[src/rtl/chip8_audio.sv]
// CHIP-8 sound output stage: plays a 128-bit pattern buffer on spkr at SAMPLE_HZ
// while the CPU requests sound, holding at least until one frame boundary.
module chip8_audio #(
  parameter int unsigned CLK_HZ    = 4857480,
  parameter int unsigned SAMPLE_HZ = 4000
) (
  input  logic       clk,
  input  logic       reset,
  input  logic       beep,
  input  logic       vsync,
  input  logic       pat_we,
  input  logic [3:0] pat_addr,
  input  logic [7:0] pat_din,
  output logic       spkr,
  output logic       playing
);

  localparam int unsigned ACC_W = $clog2(CLK_HZ + SAMPLE_HZ);
  localparam int unsigned SUM_W = ACC_W + 1;
  localparam int unsigned IDX_W = 7;

  typedef enum logic [1:0] {IDLE, PLAY, HOLD} state_t;

  state_t           state, state_n;
  logic [ACC_W-1:0] acc;
  logic [SUM_W-1:0] acc_sum;
  logic             tick_c;
  logic [7:0]       pat [16];
  logic [7:0]       pat_byte_c;
  logic             pat_bit_c;
  logic [IDX_W-1:0] idx, idx_n;
  logic             vs_q;
  logic             frame_c;
  logic             seen_frame, seen_n;
  logic             spkr_n, playing_n;

  // Fractional sample-rate accumulator; free-running, independent of the FSM.
  assign acc_sum = SUM_W'(acc) + SUM_W'(SAMPLE_HZ);
  assign tick_c  = (acc_sum >= SUM_W'(CLK_HZ));

  always_ff @(posedge clk or negedge reset) begin
    if (!reset) acc <= '0;
    else if (tick_c) acc <= ACC_W'(acc_sum - SUM_W'(CLK_HZ));
    else acc <= ACC_W'(acc_sum);
  end

  // Pattern buffer; reset image is a 50% square of 8-sample half periods.
  always_ff @(posedge clk or negedge reset) begin
    if (!reset) begin
      for (int unsigned i = 0; i < 16; i++) pat[i] <= i[0] ? 8'h00 : 8'hFF;
    end else if (pat_we) begin
      pat[pat_addr] <= pat_din;
    end
  end

  // MSB-first bit select; a same-edge write is seen only from the next read.
  assign pat_byte_c = pat[idx[6:3]];
  assign pat_bit_c  = pat_byte_c[~idx[2:0]];

  assign frame_c = vsync & ~vs_q;

  always_ff @(posedge clk or negedge reset) begin
    if (!reset) state <= IDLE;
    else state <= state_n;
  end

  always_comb begin
    state_n   = state;
    spkr_n    = spkr;
    idx_n     = idx;
    seen_n    = seen_frame;
    case (state)
      IDLE: begin
        spkr_n = 1'b0;
        idx_n  = '0;
        if (beep) begin
          state_n = PLAY;
          seen_n  = 1'b0;
        end
      end
      PLAY, HOLD: begin
        if (tick_c) begin
          spkr_n = pat_bit_c;
          idx_n  = idx + IDX_W'(1);
        end
        if (frame_c) seen_n = 1'b1;
        if (state == PLAY) begin
          // A frame tick landing with the beep drop still counts as seen.
          if (!beep) state_n = (seen_frame || frame_c) ? IDLE : HOLD;
        end else begin
          if (beep) state_n = PLAY;
          else if (frame_c) state_n = IDLE;
        end
        if (state_n == IDLE) begin
          spkr_n = 1'b0;
          idx_n  = '0;
        end
      end
      default: state_n = IDLE;
    endcase
    playing_n = (state_n != IDLE);
  end

  always_ff @(posedge clk or negedge reset) begin
    if (!reset) begin
      spkr       <= 1'b0;
      playing    <= 1'b0;
      idx        <= '0;
      vs_q       <= 1'b0;
      seen_frame <= 1'b0;
    end else begin
      spkr       <= spkr_n;
      playing    <= playing_n;
      idx        <= idx_n;
      vs_q       <= vsync;
      seen_frame <= seen_n;
    end
  end

endmodule

[config.mk]
export PLATFORM = sky130hd
export DESIGN_NAME = chip8_audio
export DESIGN_NICKNAME = d
export VERILOG_FILES = /design/src/rtl/chip8_audio.sv
export SDC_FILE = /design/constraint.sdc
export NUM_CORES = 1
export LEC_CHECK = 0
export ABC_AREA = 1
export CORE_MARGIN = 2
export CORE_UTILIZATION = 45
export DETAILED_ROUTE_END_ITERATION = 6
export GPL_TIMING_DRIVEN = 0
export SYNTH_ARGS = -nofsm -noshare
export SYNTH_HDL_FRONTEND = slang
export SYNTH_SLANG_ARGS = --single-unit
[constraint.sdc]
create_clock -name clk -period 4.25 [get_ports clk]
set_clock_uncertainty 0.2 [all_clocks]
set_input_delay 0.6375 -clock clk [delete_from_list [all_inputs] [get_ports clk]]
set_output_delay 0.6375 -clock clk [all_outputs]
set_load 0.05 [all_outputs]
Word level (Yosys, flattened, before mapping)
Cells that the tools add are included.
- $add $sub $neg: 3
- multiply operators: 0
- div/mod/pow operators: 0
- order comparisons: 5
- eq/ne operators: 5
- shift-type cells: 0
- multiplexer cells: 26
- bitwise logic cells: 5
- reductions and logical operators: 9
- operators by type and width (cell ; count):
    bitwise mux 128 bit ; 1
    binary-select mux 8 bit (select 4 bit) ; 1
    demux 8 bit (select 4 bit) ; 1
    adder 23 x 12 -> 24 bit (second input constant) ; 1
    greater-or-equal comparator 24 x 23 -> 1 bit (second input constant) ; 1
    two-way mux 8 bit ; 3
    two-way mux 23 bit ; 1
    subtractor 23 bit (second input constant) ; 1
    two-way mux 2 bit ; 7
    two-way mux 7 bit ; 2
    case mux 7 bit (2 select lines) ; 1
    greater-or-equal comparator 5 bit (second input constant) ; 2
    inverter 4 -> 5 bit ; 2
    adder 7 x 1 -> 7 bit (second input constant) ; 1
    less-than comparator 5 x 1 -> 1 bit (second input constant) ; 1
    two-way mux 1 bit ; 5
    logical NOT 2 bit ; 2
    less-than comparator 3 x 4 -> 1 bit (second input constant) ; 1
    != test 2 bit (second input constant) ; 2
    case mux 1 bit (2 select lines) ; 2
    case mux 2 bit (2 select lines) ; 1
    nonzero test 2 bit ; 2
    binary-select mux 1 bit (select 3 bit) ; 1
    != test 3 bit (second input constant) ; 1
    other kinds (10) ; 10
- register bits: 164
- latch bits: 0
- memory bits (writable): 0
- memory bits (read-only): 0
- logic and storage cells: 76
- memories kept: 0

Logic depth before layout (Yosys ltp)
Gate-level depths: netlist of the first run.
- word-level depth: 10
- gate-level depth with buffers: 19
- gate-level depth less buffers: 18

Worst setup path before layout of the first run
No wires, ideal clock.
- path kind: flip-flop to flip-flop
- from: reg acc[5]
- to: reg acc[15]
- setup time: 0.120 ns
- arrival: 1.965 ns
- data required time: 3.930 ns
- path slack: 1.964 ns
- cell stages (with the launch flop): 17
- buffers on the path: 1
- path through: dfrtp_1 ha_1 xnor2_1 nand2_1 nand2_1 nand2_2 nor2_4 nand2_1 nand2_1 nand2_1 nand2_1 nand2_1 nand2_4 buf_8 nand2_2 o21ai_1 nand2_1
- word-level cells in the longest chain between the ends: 3
- elaborated cells on any way between the ends: 4
- those cells by class: add/sub: 2; order compare: 1; mux: 1
- ends and longest elaborated chain (item ; line ; RTL):
    from (decl) ; 25 ; logic [ACC_W-1:0] acc;
    from (signal assigned) ; 43 ; else if (tick_c) acc <= ACC_W'(acc_sum - SUM_W'(CLK_HZ));
    from (signal assigned) ; 44 ; else acc <= ACC_W'(acc_sum);
    adder 23 x 12 -> 24 bit (*) ; 38 ; assign acc_sum = SUM_W'(acc) + SUM_W'(SAMPLE_HZ);
    subtractor 23 bit / greater-or-equal comparator 24 x 23 -> 1 bit (equally long branches) ; 43, 39 ;
    two-way mux 23 bit (*) ; 43 ;
Every way passes the cells marked *; elsewhere a longest branch is shown, timed or not.
A chain may end at the register's enable or synchronous reset.

Worst setup path in the final report of the first run
- from: reg idx[4]
- to: reg spkr
- word-level cells in the longest chain between the ends: 9
- ends and longest elaborated chain (item ; line ; RTL):
    from (decl) ; 31 ; logic [IDX_W-1:0] idx, idx_n;
    from (signal assigned) ; 114 ; idx <= idx_n;
    inverter 4 -> 5 bit (not written as such) ; 57 ; assign pat_byte_c = pat[idx[6:3]];
    binary-select mux 8 bit (select 4 bit) ; 57 ;
    two-way mux 8 bit (not written as such) (2 in a row) ; 57 ;
    binary-select mux 1 bit (select 3 bit) ; 58 ; assign pat_bit_c = pat_byte_c[~idx[2:0]];
    two-way mux 1 bit (not written as such) ; 58 ;
    two-way mux 1 bit ; 82 ; if (tick_c) begin
    two-way mux 1 bit ; 94 ; if (state_n == IDLE) begin
    case mux 1 bit (2 select lines) ; 72 ; case (state)
    to (signal assigned) ; 112 ; spkr <= spkr_n;
    to (decl) ; 14 ; output logic spkr,
Every way passes these cells. The select of a mux whose other input is x is not followed.

==> flow_summary.ini, run 1 <==
[status]
outcome = finished clean

[placement]
finalWeightedCongestion = 0.917
pre_cts_slack_ps = 1240
placed_area_um2 = 8940
port_buffers = 17
dp_hpwl_um = 18000

[hold_path]
holdPathEnd = pat[115]$_DFFE_PN0P_
min_path_type = reg2reg
min_from = pat[115]$_DFFE_PN0P_
whs_path_depth = 2

[routing]
via_count = 7576
ant_nets = 0
wl_per_cell_um = 18.8
drt_iter0_markers = 542
post-route-drc-count = 0
routed_wirelength_um = 25600
firstDrtPassIters = 5
drt-vias-per-instance = 5.56

[global_routing]
use_met1 = 0.369
busiest_layer = met2
grtUsageMet3 = 0.0438
grt_overflow = 0
use_met2 = 0.446
first_global_vias = 7340
grt_first_pass_wirelength_um = 41100
antenna_found_initial = 0
grt_use_total = 0.272
grt_max_degree = 97

[worst_setup_path]
r2r_end = spkr$_DFFE_PN0P_
start_kind = flop
end_kind = flop
ff2ff_path_depth = 13
r2r_setup_slack_ps = 1130
crit_type = reg2reg
critPathRequiredTime_ps = 4430
worstPathArrival_ps = 3290
worstReg2RegStart = idx[4]$_DFFE_PN0P_
crit_fanout = 10

[yosys]
ys_warn_count = 0
synth_top_area_share = 0.287
synth_cells = 1078
synth.avg_cell_area_um2 = 7.83
synth_async_sr_flop_share = 1.00
synthDistinctLibCells = 41
syn-cell-area_um2 = 8440
synth.area.top_cells = dfrtp_1 (29%), dfstp_2 (20%), nand2_1 (11%), o21ai_0 (10%), nor2_1 (5.0%)
synth_seq_cells = 161
yosysSeqAreaShare = 0.487
synth_nets = 1102
synth_edf_count = 0
yosys.area.top_type = dfrtp_1
ys.flop_type = dfrtp_1

[timing]
drv_slew = 0
setup_ws_ps = 1130
fmax_mhz = 321
slew_headroom = 0.417
finalCritPeriodShare = 0.733
finalCriticalPeriod_ps = 3120
rsz0062_at_grt = no
tightest_slew_ps = 874
hold_viol = 0
finalSetupViolations = 0

[clocking]
numCtsBuffers = 17
cts_tree = yes
clk_pin_slew_worst_paths_ps = 70
ctsHoldBuffers = 1
cts-htree-levels = 4
max-clock-path-buffers = 2
cts-root-buf = clkbuf_16
post_cts_buffers = 0
cts.sink_count = 161
clkLatencyLatePin_ps = 440
cts_resized = 0

[power_and_ir_drop]
power_mw = 4.35
power_leakage_nw = 4.27
worst_ir_drop_vdd_mv = 0.270
p_per_area_nw_per_um2 = 455

[die]
initial_utilization = 0.454
die_y_um = 141
io_pins = 19
num_rows = 50
die_w_um = 141
die_area_um2 = 19900
coreArea_um2 = 18600

[flow_run]
maxCapViolations = 0

[finish]
mostFrequentLayoutCell = nand2_1
layout_common_cells = nand2_1 (258), o21ai_0 (174), nor2_1 (113)
antenna_cells = 0
num-nets-final = 1140
drive_above_1_share = 0.129
area_growth_pct = 13.2
finalInstanceArea_um2 = 9560
fillers = 1795
-- layer usage --
layer  part of all wire  wire [um]
met5                  0          0
met1               0.44      11300
met3              0.056       1440
met4              0.026        677
met2               0.47      12100
-- flip-flops by register name (all words and copies together) (netlist names) --
signal      flops
pat           128
acc            20
idx             7
state           2
playing         1
seen_frame      1
spkr            1
vs_q            1
-- cells in the mapped netlist (6+ instances only) --
cell type and number:
a21oi_1 45, clkbuf_1 49, dfrtp_1 97, dfstp_2 64
ha_1 7, inv_1 72, inv_2 12, nand2_1 258
nand2_2 15, nand3_1 66, nand4_1 10, nor2_1 113
nor2_2 6, o211ai_1 12, o21ai_0 174, o221ai_1 12
xor2_1 15
-- worst max-delay path, cell delays in order, from the launching register on --
cell and delay (ps):
dfrtp_1 370, clkbuf_1 320, inv_1 370, clkbuf_1 580, o21ai_0 190, o211ai_1 280, nand3_1 160, nand2_1 110
nor2_1 40, nor2_1 110, nor2_1 40, nor2_1 110, nand2_1 100, nand2_1 70
-- cells by family after synthesis --
| group | Yosys count | synth area share |
|---|---|---|
| and+or+nand+nor | 488 | 0.247 |
| buffers and inverters | 140 | 0.0652 |
| AOI/OAI and AO/OA | 260 | 0.166 |
| xor gates and xnor gates | 22 | 0.0246 |
| adders and majority gates | 7 | 0.0104 |
| DFF | 161 | 0.487 |
-- power breakdown --
| group | total [mW] | switching [mW] | internal (mW) |
|---|---|---|---|
| combinational | 0.668 | 0.428 | 0.240 |
| clock | 1.61 | 0.635 | 0.974 |
| sequential | 2.07 | 0.162 | 1.91 |
-- area by class of cell --
cell class                 count  area (um2)  share of cell area
sequential                   161        4110               0.430
tap                          234         293              0.0306
clock buffer                  23         479              0.0501
multi-input combinational    777        3780               0.396
clock inverter                 9         131              0.0137
inverter                      85         319              0.0334
timing repair buffer          19         213              0.0223
buffer                        55         231              0.0242
-- per-stage QoR --
step | util | instances | hold WS, ps | TNS, ps
2_1_floorplan | - | 1078 | 142 | 0
3_3_place_gp | 0.479 | 1329 | 261 | -558120
3_5_place_dp | 0.481 | 1330 | 268 | 0
4_1_cts | 0.514 | 1363 | 283 | 0
5_1_grt | 0.514 | 1363 | 299 | 0
6_report | 0.514 | 1363 | 283 | 0
-- worst max path at each step --
stage                        endpoint                from  slack (ps)
global route         spkr$_DFFE_PN0P_  idx[4]$_DFFE_PN0P_         990
finish               spkr$_DFFE_PN0P_  idx[4]$_DFFE_PN0P_        1130
detailed placement   spkr$_DFFE_PN0P_  idx[4]$_DFFE_PN0P_        1240
CTS                  spkr$_DFFE_PN0P_  idx[4]$_DFFE_PN0P_        1210
floorplan           acc[15]$_DFF_PN0_    acc[5]$_DFF_PN0_        1960
global placement    playing$_DFF_PN0_               reset       -4300
(Power assumes the default switching activity.)
==> run 2: changes to the inputs <==
==> constraint.sdc (replaced) <==
create_clock -name clk -period 3.25 [get_ports clk]
set_clock_uncertainty 0.2 [all_clocks]
set_input_delay 0.4875 -clock clk [delete_from_list [all_inputs] [get_ports clk]]
set_output_delay 0.4875 -clock clk [all_outputs]
set_load 0.05 [all_outputs]
==> run 2 against run 1 <==
Compared with the run above:
- flip-flop and latch count unchanged
- critical path depth unchanged
- critical endpoint unchanged
- maximum frequency up 2.5%
- combinational power up 31%
- sequential power up 31%
- clock power up 30%
- routed wire length down 0.13%
- highest routed layer unchanged
- first-iteration DRC count unchanged
==> flow_summary.ini, run 2 (synthesized netlist as in run 1, its figures left out) <==
[timing]
slew_headroom = 0.418
tightest_slew_ps = 874
finalSetupViolations = 0
hold_viol = 0
finalCriticalPeriod_ps = 3040
fin_tns_setup_ps = 0
rsz0062_at_grt = no
drv_slew = 0
finalCritPeriodShare = 0.935
fmax_mhz = 329

[worst_setup_path]
worstReg2RegStart = idx[4]$_DFFE_PN0P_
r2r_setup_slack_ps = 210
startpoint = idx[4]$_DFFE_PN0P_
r2r_end = spkr$_DFFE_PN0P_
critPathRequiredTime_ps = 3430
end_kind = flop
ff2ff_path_depth = 13
crit_type = reg2reg
crit_fanout = 10
start_kind = flop
worstPathArrival_ps = 3220

[routing]
ant_nets = 0
wl_met1_um = 11300
firstDrtPassIters = 5
top_layer_used = met4
wl_met3_um = 1450
dr_wl_met2_um = 12100
drt-vias-per-instance = 5.55
post-route-drc-count = 0
drt_iter0_markers = 542
routed_wirelength_um = 25500
wl_per_cell_um = 18.7
via_count = 7566

[global_routing]
grt_first_pass_wirelength_um = 41100
first_global_vias = 7340
grt_max_degree = 97
antenna_found_initial = 0
grt_overflow = 0
grt_use_total = 0.272

[finish]
antenna_cells = 0
mostFrequentLayoutCell = nand2_1
fillers = 1796
drive_above_1_share = 0.130
regMostFlops = pat
reg_top3 = pat (128), acc (20), idx (7)
largest_reg_flops = 128
finalInstanceArea_um2 = 9560
final_util = 0.515
num-nets-final = 1140
area_growth_pct = 13.2
layout_common_cells = nand2_1 (258), o21ai_0 (174), nor2_1 (113)

[clocking]
cts.sink_count = 161
numCtsBuffers = 17
clk_pin_slew_worst_paths_ps = 70
cts_tree = yes
max-clock-path-buffers = 2
cts-htree-levels = 4
clkLatencyLatePin_ps = 440
cts-root-buf = clkbuf_16

[hold_path]
min_from = pat[115]$_DFFE_PN0P_
holdPathEnd = pat[115]$_DFFE_PN0P_
whs_path_depth = 2
min_path_type = reg2reg

[power_and_ir_drop]
clock_power_share = 0.370
power.internal_mw = 4.08
seq_power_share = 0.476
worst_ir_drop_vdd_mv = 0.353
p_sw_frac = 0.282
power_leakage_nw = 4.27
switching_power_mw = 1.60
combPwrFrac = 0.154
p_per_area_nw_per_um2 = 595

[die]
num_rows = 50
initial_utilization = 0.454
coreArea_um2 = 18600
die_w_um = 141
io_pins = 19
die_area_um2 = 19900
die_y_um = 141

[placement]
dp_hpwl_um = 18000
port_buffers = 17
placed_area_um2 = 8940
finalWeightedCongestion = 0.917

[flow_run]
maxCapViolations = 0

[status]
outcome = finished clean
-- run 2: cell count changes in the layout (fill, tap and decap cells not counted) --
cell / before / now
clkbuf_1: 53 / 52
clkbuf_2: 0 / 1
-- run 2: how the worst max path moves through the flow --
| stage | endpoint | slack, ps | cells past startpoint |
|---|---|---|---|
| floorplan | acc[15]$_DFF_PN0_ | 960 | 16 |
| global placement | playing$_DFF_PN0_ | -5150 | 1 |
| detailed placement | spkr$_DFFE_PN0P_ | 240 | 13 |
| CTS | spkr$_DFFE_PN0P_ | 210 | 13 |
| global route | spkr$_DFFE_PN0P_ | 140 | 13 |
| finish | spkr$_DFFE_PN0P_ | 210 | 13 |
-- run 2: final cells by class --
class,instances,area [um2],area share
Sequential cell,161,4110,0.430
Inverter,85,319,0.0334
Clock inverter,9,131,0.0137
Buffer,55,233,0.0243
Clock buffer,23,479,0.0501
Tap cell,234,293,0.0306
Timing Repair Buffer,19,213,0.0222
Multi-Input combinational cell,777,3780,0.396
-- run 2: routing by layer --
layer | vias up | track usage
li1 | 3617 | -
met1 | 3646 | 0.369
met2 | 257 | 0.446
met3 | 46 | 0.0438
met4 | 0 | 0.0953
met5 | - | 0
-- run 2: stage by stage --
step	std cells	setup WS, ps	hold WS, ps	power [mW]
detailed placement	1330	241	268	3.60
global route	1363	138	299	5.96
global placement	1329	-5150	261	3.57
CTS	1363	213	283	5.69
finish	1363	211	283	5.68
floorplan	1078	964	-8.09	3.26
-- run 2: critical path, cell delays in order, from the launching register on --
cell      delay, ps
dfrtp_1         370
clkbuf_1        310
inv_1           370
buf_1           530
o21ai_0         190
o221ai_1        250
nand3_1         170
nand2_1         120
nor2_1           40
nor2_1          100
nor2_1           50
nor2_1          120
nand2_1         100
nand2_1          70
-- run 2: what timing repair did --
item,CTS,global route
resized for setup,0,2
hold endpoints to repair,44,0
hold buffers,1,0
setup buffers,0,0
setup endpoints to repair,0,1
-- run 2: power groups by stage --
stage / Clock (mW) / Sequential [mW] / Combinational, mW
after floorplan: 0 / 2.67 / 0.592
after detailed placement: 0 / 2.72 / 0.875
after global routing: 2.21 / 2.74 / 1.01
after global placement: 0 / 2.73 / 0.844
final: 2.10 / 2.71 / 0.874
after CTS: 2.11 / 2.70 / 0.877
